### config.mk
export PLATFORM = sky130hd
export DESIGN_NAME = atc_pipe_flat
export DESIGN_NICKNAME = d
export VERILOG_FILES = /design/src/rtl/atc_pkg.sv /design/src/rtl/atc_pipe_if.sv /design/src/rtl/atc_stage.sv /design/src/rtl/atc_pipe.sv /design/src/flat_wrapper.sv
export SDC_FILE = /design/constraint.sdc
export NUM_CORES = 1
export LEC_CHECK = 0
export CAP_MARGIN = 0
export CORE_ASPECT_RATIO = 0.8
export CORE_MARGIN = 2
export CORE_UTILIZATION = 38
export DETAILED_ROUTE_END_ITERATION = 12
export PLACE_DENSITY = 0.77
export SLEW_MARGIN = 40
export SYNTH_ARGS = -nofsm -noshare
export SYNTH_HDL_FRONTEND = slang
export SYNTH_SLANG_ARGS = --single-unit
### constraint.sdc
create_clock -name clk -period 1.9 [get_ports clk]
set_clock_uncertainty 0.05 [all_clocks]
set_input_delay 0.19 -clock clk [delete_from_list [all_inputs] [get_ports clk]]
set_output_delay 0.19 -clock clk [all_outputs]
set_load 0.02 [all_outputs]
### src/rtl/atc_pkg.sv
// Shared widths, result-type codes and forward-select encodings for the
// hazard-tag pipeline.
package atc_pkg;

  localparam int AW_DEF  = 5;
  localparam int RW_DEF  = 3;
  localparam int TW_DEF  = 2;
  localparam int NST_DEF = 3;

  typedef enum logic [RW_DEF-1:0] {
    RES_NONE = 3'd0,
    RES_ALU  = 3'd1,
    RES_DM   = 3'd2,
    RES_PC8  = 3'd3,
    RES_MD   = 3'd4
  } res_t;

  // Forward select: 0 reads the register file, s+1 bypasses from stage s.
  localparam int FWD_RF = 0;

endpackage

### src/rtl/atc_pipe_if.sv
// Issue-side and hazard-query bundle of the hazard-tag pipeline.
interface atc_pipe_if
  import atc_pkg::*;
#(
  parameter int AW  = AW_DEF,
  parameter int RW  = RW_DEF,
  parameter int TW  = TW_DEF,
  parameter int NST = NST_DEF,
  parameter int SW  = $clog2(NST + 1)
);

  logic [AW-1:0]     ra1i;
  logic [AW-1:0]     ra2i;
  logic [AW-1:0]     wai;
  logic [RW-1:0]     resi;
  logic [TW-1:0]     tnewi;
  logic              eclr;
  logic              flush;
  logic [AW-1:0]     rs_d;
  logic [AW-1:0]     rt_d;
  logic [TW-1:0]     tuse_rs;
  logic [TW-1:0]     tuse_rt;

  logic [NST*AW-1:0] ra1_o;
  logic [NST*AW-1:0] ra2_o;
  logic [NST*AW-1:0] wa_o;
  logic [NST*RW-1:0] res_o;
  logic [NST*TW-1:0] tnew_o;
  logic [NST-1:0]    vld_o;
  logic              stall_req;
  logic [SW-1:0]     fwd_rs;
  logic [SW-1:0]     fwd_rt;

  modport master (
    output ra1i, ra2i, wai, resi, tnewi, eclr, flush,
    output rs_d, rt_d, tuse_rs, tuse_rt,
    input  ra1_o, ra2_o, wa_o, res_o, tnew_o, vld_o,
    input  stall_req, fwd_rs, fwd_rt
  );

  modport slave (
    input  ra1i, ra2i, wai, resi, tnewi, eclr, flush,
    input  rs_d, rt_d, tuse_rs, tuse_rt,
    output ra1_o, ra2_o, wa_o, res_o, tnew_o, vld_o,
    output stall_req, fwd_rs, fwd_rt
  );

endinterface

### src/rtl/atc_stage.sv
// One back-end stage register: hazard tuple plus valid, with clear and load.
module atc_stage
  import atc_pkg::*;
#(
  parameter int AW = AW_DEF,
  parameter int RW = RW_DEF,
  parameter int TW = TW_DEF
) (
  input  logic          clk,
  input  logic          rst,
  input  logic          i_clr,
  input  logic          i_load,
  input  logic          i_vld,
  input  logic [AW-1:0] i_ra1,
  input  logic [AW-1:0] i_ra2,
  input  logic [AW-1:0] i_wa,
  input  logic [RW-1:0] i_res,
  input  logic [TW-1:0] i_tnew,
  output logic          o_vld,
  output logic [AW-1:0] o_ra1,
  output logic [AW-1:0] o_ra2,
  output logic [AW-1:0] o_wa,
  output logic [RW-1:0] o_res,
  output logic [TW-1:0] o_tnew
);

  logic          r_vld;
  logic [AW-1:0] r_ra1;
  logic [AW-1:0] r_ra2;
  logic [AW-1:0] r_wa;
  logic [RW-1:0] r_res;
  logic [TW-1:0] r_tnew;

  // A cleared stage is a full bubble: every field zero, not just vld.
  always_ff @(posedge clk) begin
    if (rst || i_clr) begin
      r_vld  <= 1'b0;
      r_ra1  <= '0;
      r_ra2  <= '0;
      r_wa   <= '0;
      r_res  <= '0;
      r_tnew <= '0;
    end else if (i_load) begin
      r_vld  <= i_vld;
      r_ra1  <= i_ra1;
      r_ra2  <= i_ra2;
      r_wa   <= i_wa;
      r_res  <= i_res;
      r_tnew <= i_tnew;
    end
  end

  assign o_vld  = r_vld;
  assign o_ra1  = r_ra1;
  assign o_ra2  = r_ra2;
  assign o_wa   = r_wa;
  assign o_res  = r_res;
  assign o_tnew = r_tnew;

endmodule

### src/rtl/atc_pipe.sv
// Hazard-tag pipeline: shifts instruction tuples through NST back-end stages,
// ages Tnew, and derives the D-stage stall request and forward selects.
module atc_pipe
  import atc_pkg::*;
#(
  parameter int AW  = AW_DEF,
  parameter int RW  = RW_DEF,
  parameter int TW  = TW_DEF,
  parameter int NST = NST_DEF,
  parameter int SW  = $clog2(NST + 1)
) (
  input  logic       clk,
  input  logic       rst,
  atc_pipe_if.slave  bus
);

  logic          w_vld_q  [NST];
  logic [AW-1:0] w_ra1_q  [NST];
  logic [AW-1:0] w_ra2_q  [NST];
  logic [AW-1:0] w_wa_q   [NST];
  logic [RW-1:0] w_res_q  [NST];
  logic [TW-1:0] w_tnew_q [NST];

  genvar gi;
  generate
    for (gi = 0; gi < NST; gi++) begin : g_st
      logic          w_clr;
      logic          w_vld_in;
      logic [AW-1:0] w_ra1_in;
      logic [AW-1:0] w_ra2_in;
      logic [AW-1:0] w_wa_in;
      logic [RW-1:0] w_res_in;
      logic [TW-1:0] w_tnew_in;

      if (gi == 0) begin : g_head
        assign w_clr     = bus.flush | bus.eclr;
        assign w_vld_in  = 1'b1;
        assign w_ra1_in  = bus.ra1i;
        assign w_ra2_in  = bus.ra2i;
        assign w_wa_in   = bus.wai;
        assign w_res_in  = bus.resi;
        assign w_tnew_in = bus.tnewi;
      end else begin : g_tail
        // Later stages never hold; only flush clears them.
        assign w_clr     = bus.flush;
        assign w_vld_in  = w_vld_q[gi-1];
        assign w_ra1_in  = w_ra1_q[gi-1];
        assign w_ra2_in  = w_ra2_q[gi-1];
        assign w_wa_in   = w_wa_q[gi-1];
        assign w_res_in  = w_res_q[gi-1];
        assign w_tnew_in = (w_tnew_q[gi-1] == '0) ? '0 : w_tnew_q[gi-1] - TW'(1);
      end

      atc_stage #(
        .AW (AW),
        .RW (RW),
        .TW (TW)
      ) u_stage (
        .clk    (clk),
        .rst    (rst),
        .i_clr  (w_clr),
        .i_load (1'b1),
        .i_vld  (w_vld_in),
        .i_ra1  (w_ra1_in),
        .i_ra2  (w_ra2_in),
        .i_wa   (w_wa_in),
        .i_res  (w_res_in),
        .i_tnew (w_tnew_in),
        .o_vld  (w_vld_q[gi]),
        .o_ra1  (w_ra1_q[gi]),
        .o_ra2  (w_ra2_q[gi]),
        .o_wa   (w_wa_q[gi]),
        .o_res  (w_res_q[gi]),
        .o_tnew (w_tnew_q[gi])
      );
    end
  endgenerate

  always_comb begin
    bus.ra1_o  = '0;
    bus.ra2_o  = '0;
    bus.wa_o   = '0;
    bus.res_o  = '0;
    bus.tnew_o = '0;
    bus.vld_o  = '0;
    for (int s = 0; s < NST; s++) begin
      bus.ra1_o[s*AW +: AW]  = w_ra1_q[s];
      bus.ra2_o[s*AW +: AW]  = w_ra2_q[s];
      bus.wa_o[s*AW +: AW]   = w_wa_q[s];
      bus.res_o[s*RW +: RW]  = w_res_q[s];
      bus.tnew_o[s*TW +: TW] = w_tnew_q[s];
      bus.vld_o[s]           = w_vld_q[s];
    end
  end

  logic          w_prod_rs [NST];
  logic          w_prod_rt [NST];
  logic          w_stall_rs;
  logic          w_stall_rt;
  logic [SW-1:0] w_fwd_rs;
  logic [SW-1:0] w_fwd_rt;

  // Register 0 is excluded by requiring a non-zero destination.
  always_comb begin
    for (int s = 0; s < NST; s++) begin
      w_prod_rs[s] = w_vld_q[s] && (w_wa_q[s] != '0) && (w_wa_q[s] == bus.rs_d);
      w_prod_rt[s] = w_vld_q[s] && (w_wa_q[s] != '0) && (w_wa_q[s] == bus.rt_d);
    end
  end

  // Scan oldest to youngest so the youngest producer's choice lands last.
  always_comb begin
    w_stall_rs = 1'b0;
    w_stall_rt = 1'b0;
    w_fwd_rs   = SW'(FWD_RF);
    w_fwd_rt   = SW'(FWD_RF);
    for (int s = NST - 1; s >= 0; s--) begin
      if (w_prod_rs[s]) begin
        if (w_tnew_q[s] > bus.tuse_rs) w_stall_rs = 1'b1;
        w_fwd_rs = (w_tnew_q[s] == '0) ? SW'(s + 1) : SW'(FWD_RF);
      end
      if (w_prod_rt[s]) begin
        if (w_tnew_q[s] > bus.tuse_rt) w_stall_rt = 1'b1;
        w_fwd_rt = (w_tnew_q[s] == '0) ? SW'(s + 1) : SW'(FWD_RF);
      end
    end
  end

  assign bus.stall_req = w_stall_rs | w_stall_rt;
  assign bus.fwd_rs    = w_fwd_rs;
  assign bus.fwd_rt    = w_fwd_rt;

endmodule

### src/flat_wrapper.sv
// flat-port wrapper written by rule: the top's interface ports become plain ports
module atc_pipe_flat import atc_pkg::*;
#(
  parameter int AW  = AW_DEF,
  parameter int RW  = RW_DEF,
  parameter int TW  = TW_DEF,
  parameter int NST = NST_DEF,
  parameter int SW  = $clog2(NST + 1)
)
  (clk, rst, bus_ra1i, bus_ra2i, bus_wai, bus_resi, bus_tnewi, bus_eclr, bus_flush, bus_rs_d, bus_rt_d, bus_tuse_rs, bus_tuse_rt, bus_ra1_o, bus_ra2_o, bus_wa_o, bus_res_o, bus_tnew_o, bus_vld_o, bus_stall_req, bus_fwd_rs, bus_fwd_rt);
  atc_pipe_if #(.AW(AW), .RW(RW), .TW(TW), .NST(NST), .SW(SW)) bus_i ();
  input  logic clk;
  input  logic rst;
  input wire logic [$bits(bus_i.ra1i)-1:0] bus_ra1i;
  input wire logic [$bits(bus_i.ra2i)-1:0] bus_ra2i;
  input wire logic [$bits(bus_i.wai)-1:0] bus_wai;
  input wire logic [$bits(bus_i.resi)-1:0] bus_resi;
  input wire logic [$bits(bus_i.tnewi)-1:0] bus_tnewi;
  input wire logic [$bits(bus_i.eclr)-1:0] bus_eclr;
  input wire logic [$bits(bus_i.flush)-1:0] bus_flush;
  input wire logic [$bits(bus_i.rs_d)-1:0] bus_rs_d;
  input wire logic [$bits(bus_i.rt_d)-1:0] bus_rt_d;
  input wire logic [$bits(bus_i.tuse_rs)-1:0] bus_tuse_rs;
  input wire logic [$bits(bus_i.tuse_rt)-1:0] bus_tuse_rt;
  output wire logic [$bits(bus_i.ra1_o)-1:0] bus_ra1_o;
  output wire logic [$bits(bus_i.ra2_o)-1:0] bus_ra2_o;
  output wire logic [$bits(bus_i.wa_o)-1:0] bus_wa_o;
  output wire logic [$bits(bus_i.res_o)-1:0] bus_res_o;
  output wire logic [$bits(bus_i.tnew_o)-1:0] bus_tnew_o;
  output wire logic [$bits(bus_i.vld_o)-1:0] bus_vld_o;
  output wire logic [$bits(bus_i.stall_req)-1:0] bus_stall_req;
  output wire logic [$bits(bus_i.fwd_rs)-1:0] bus_fwd_rs;
  output wire logic [$bits(bus_i.fwd_rt)-1:0] bus_fwd_rt;
  assign bus_i.ra1i = bus_ra1i;
  assign bus_i.ra2i = bus_ra2i;
  assign bus_i.wai = bus_wai;
  assign bus_i.resi = bus_resi;
  assign bus_i.tnewi = bus_tnewi;
  assign bus_i.eclr = bus_eclr;
  assign bus_i.flush = bus_flush;
  assign bus_i.rs_d = bus_rs_d;
  assign bus_i.rt_d = bus_rt_d;
  assign bus_i.tuse_rs = bus_tuse_rs;
  assign bus_i.tuse_rt = bus_tuse_rt;
  assign bus_ra1_o = bus_i.ra1_o;
  assign bus_ra2_o = bus_i.ra2_o;
  assign bus_wa_o = bus_i.wa_o;
  assign bus_res_o = bus_i.res_o;
  assign bus_tnew_o = bus_i.tnew_o;
  assign bus_vld_o = bus_i.vld_o;
  assign bus_stall_req = bus_i.stall_req;
  assign bus_fwd_rs = bus_i.fwd_rs;
  assign bus_fwd_rt = bus_i.fwd_rt;
  atc_pipe #(.AW(AW), .RW(RW), .TW(TW), .NST(NST), .SW(SW)) u_core (.clk(clk), .rst(rst), .bus(bus_i));
endmodule
==> metrics.md <==
| Metric | Value |
|---|---|
| Net count after synthesis | around 300 |
| Area of placed instances | roughly 0.004 mm2 |
| Final Max Slew Viols | 0 |
| Violations in the final reports | setup timing |
| Count of port buffers added during placement | roughly 110 |
| Start-to-end type of the worst setup path | reg2out |
| Worst endpoint required time | between 1500 and 2000 ps |
| GR Overflow Total | 0 |
| Number of clock sinks seen by CTS | 63 |
| Tightest slew margin relative to the limit | 76.9% |
| Setup slack at placement | -745 ps |
| All-layer global routing usage | about a fifth |
| Vertical die dimension | about 76 um |
| Post-route worst setup slack | -438 ps |
| Routed length on met1 | 3.09 mm |
| Non-Filler Cell Area, Final | ~0.0042 mm2 |
| Outcome | complete, but fails checks |
| Unrepaired setup endpoints after global routing | true |
| Floorplan Core Area | ~0.0063 mm2 |
| Post-Route Hold Slack | between 300 and 400 ps |
| Via count of the routed design | 2136 |
| Pwr per Cell Area | approximately 660 mW/mm2 |
| CTS HTree Levels | 3 |
| Horiz. Die Dim | about 94 um |
| Initial cell density of the core | slightly below 40% |
| Worst min path class | in2reg |
| Total clock buffers created by CTS | 9 |
| Wire length after detailed routing | about 6.6 mm |
| Leakage power figure | 0.00174 uW |
| Final hold vios | 0 |
| Post-synthesis sequential area ratio | 50.9% |
| Arrival time reported for the critical path endpoint | about 2100 ps |
| Post-synthesis sequential element count | 63 |
| Total die area | about 0.007 mm2 |
| Crit share post-route | 123% |
| Antenna Violating Nets Remaining | 0 |
| CTS Hold Buffers Added | 0 |
| Count of maximum capacitance violations | 0 |
| Number of antenna repair diodes | 0 |
| Clock Tree Buf Depth | 2 |
| Clock tree from TritonCTS | yes |
| Amount of wire on met2 after detailed routing | 3.02 mm |
| Maximum fanout encountered on the critical timing path | 3 |
| Number of vias per cell | between 4 and 5 |
| Utilization of the core after routing | approximately 67% |
| Cell row count | 26 |
| Leading cell type in the layout, fill and taps excluded | sky130_fd_sc_hd__clkdlybuf4s50_1 |
| Min cycle time layout | 2340 ps |
| Root buf cell | sky130_fd_sc_hd__clkbuf_8 |
| Share of flip-flops with an asynchronous set or reset | 0% |
| Length of the first detailed-routing pass in iterations | 4 |
| Top Metal Used | met4 |
| Average wire per standard cell | approximately 14 um |
| Maximum frequency from static timing analysis | between 0.4 and 0.5 GHz |
| Wire length of the first global-routing pass | between 10 and 15 mm |
| Post-synthesis cell type count | 28 |
| Number of instances in the synthesized netlist | ~240 |
| Sum of internal, switching and leakage power | about 2800 uW |
| Synthesis Warnings | 0 |
| Commonest cells after routing, fill and taps aside | sky130_fd_sc_hd__clkdlybuf4s50_1 (100), sky130_fd_sc_hd__dfxtp_1 (59), sky130_fd_sc_hd__and2_1 (57), sky130_fd_sc_hd__buf_4 (43), sky130_fd_sc_hd__xnor2_1 (19) |
| Type of element launching the critical path | flip-flop |
| Number of antenna violations at the first check in global routing | 0 |
| Area overhead of the layout relative to synthesis | 71.0% |
| Maximum number of pins on one net before global-route repair | 39 |
| Syn_area_per_cell | between 10 and 15 um2 |
| Worst skew pair latency | about 320 ps |
| Met3 wirelength from detailed routing | around 440 um |
| Number of enable flip-flop cells after synthesis | 0 |
| GP Congestion | slightly above 0.9 |
| Fraction of final layout cells sized beyond drive strength 1 | 21.5% |
| Number of global-route vias before repair | roughly 2200 |
| Worst vdd ir | 0.636 mV |
| Final #Nets | roughly 440 |
| Worst-path clk slew | ~70 ps |
| Area of the mapped netlist | between 0.002 and 0.0025 mm2 |
| Worst-Margin Slew | 343 ps |
| Leading register cell type out of synthesis | sky130_fd_sc_hd__dfxtp_1 |
| Drt first-iter violations | 90 |
| HPWL after detailed placement | approximately 5.3 mm |
| I/O pin count | approximately 110 |
| Setup violations, final | 5 |
| CP endpoint kind | output port |
| DRC | 0 |
[path summary, 6_finish.rpt]
| path | startpoint | endpoint | cells past startpoint | slack (ps) |
|---|---|---|---|---|
| hold reg to reg | u_core.g_st[1].u_stage.o_ra1[4] | u_core.g_st[2].u_stage.o_ra1[4] | 1 | 400 |
| setup reg to reg | u_core.g_st[1].u_stage.o_tnew[0] | u_core.g_st[2].u_stage.o_tnew[0] | 4 | 740 |
| setup / recovery | u_core.g_st[1].u_stage.o_wa[2] | bus_fwd_rs[0] | 6 | -440 |
| hold / removal | bus_wai[0] | u_core.g_st[0].u_stage.o_wa[0] | 2 | 380 |
[report_power, final]
| part | internal, uW | leakage [uW] | switching (uW) | total (uW) |
|---|---|---|---|---|
| registers | 1340 | 0.000512 | 10.9 | 1350 |
| logic | 180 | 0.00113 | 141 | 321 |
| clock network | 643 | 0.0000979 | 473 | 1120 |
| total | 2160 | 0.00174 | 625 | 2790 |
[cell type report]
type / count / area, um2
multi-input combinational: 156 / 1250
clock inverter: 3 / 41.3
sequential: 63 / 1270
tap: 84 / 105
clock buffer: 13 / 149
timing repair buffer: 147 / 1370
fill: 513 / 2110
inverter: 13 / 48.8
[Yosys cell counts (all sizes together) (5+ instances only)]
library cell	instances	share of area, %
nand2	7	1.1
and2	58	15
dfxtp	63	51
xor2	11	3.9
a21oi	12	2.7
clkbuf	6	0.91
nor3	7	1.4
inv	13	2.0
ha	14	7.1
xnor2	19	6.7
nand3	6	1.2
o21ai	5	1.5
[routing by layer]
| metal | vias to the layer above | track usage [%] |
|---|---|---|
| met5 | - | 0 |
| met4 | 0 | 6.38 |
| met3 | 7 | 6.33 |
| met2 | 74 | 29.5 |
| met1 | 975 | 25.8 |
| li1 | 1080 | - |
[critical path, cell delays in order (launching register included)]
cell and delay [ps]:
sky130_fd_sc_hd__dfxtp_2 320, sky130_fd_sc_hd__or4_4 530, sky130_fd_sc_hd__o21ai_4 180, sky130_fd_sc_hd__nor4_2 90
sky130_fd_sc_hd__or3_4 370, sky130_fd_sc_hd__o21ai_4 160, sky130_fd_sc_hd__buf_6 130
[logic make-up (layout without fill, tap and decap cells)]
kind of cell / after synthesis / count (layout) / share of synthesized area (%)
xor+xnor: 30 / 30 / 10.6
compound gates: 21 / 21 / 5.56
simple gates: 91 / 91 / 22.0
buf+inv: 22 / 176 / 3.79
flops: 63 / 63 / 50.9
fa+ha+maj: 14 / 14 / 7.07
[registers in the layout (all words and copies together), names as in the netlist]
register / cells
u_core.g_st.u_stage.o_ra1: 15
u_core.g_st.u_stage.o_res: 9
u_core.g_st.u_stage.o_tnew: 6
u_core.g_st.u_stage.o_wa: 15
u_core.g_st.u_stage.o_vld: 3
u_core.g_st.u_stage.o_ra2: 15
[timing repair]
item                                    in CTS  in global routing
gates resized for setup                     30                 10
hold endpoints to repair                     0                  0
pin swaps                                    9                  9
buffers inserted                             0                  1
endpoints found under the setup margin       5                  5
[per-stage QoR]
step	setup TNS, ps	std cells
6_report	-2010	479
2_1_floorplan	-196	241
5_1_grt	-2380	479
4_1_cts	-2370	478
3_3_place_gp	-3420	463
3_5_place_dp	-3470	463
No activity file was read; power rests on OpenSTA's default activity.
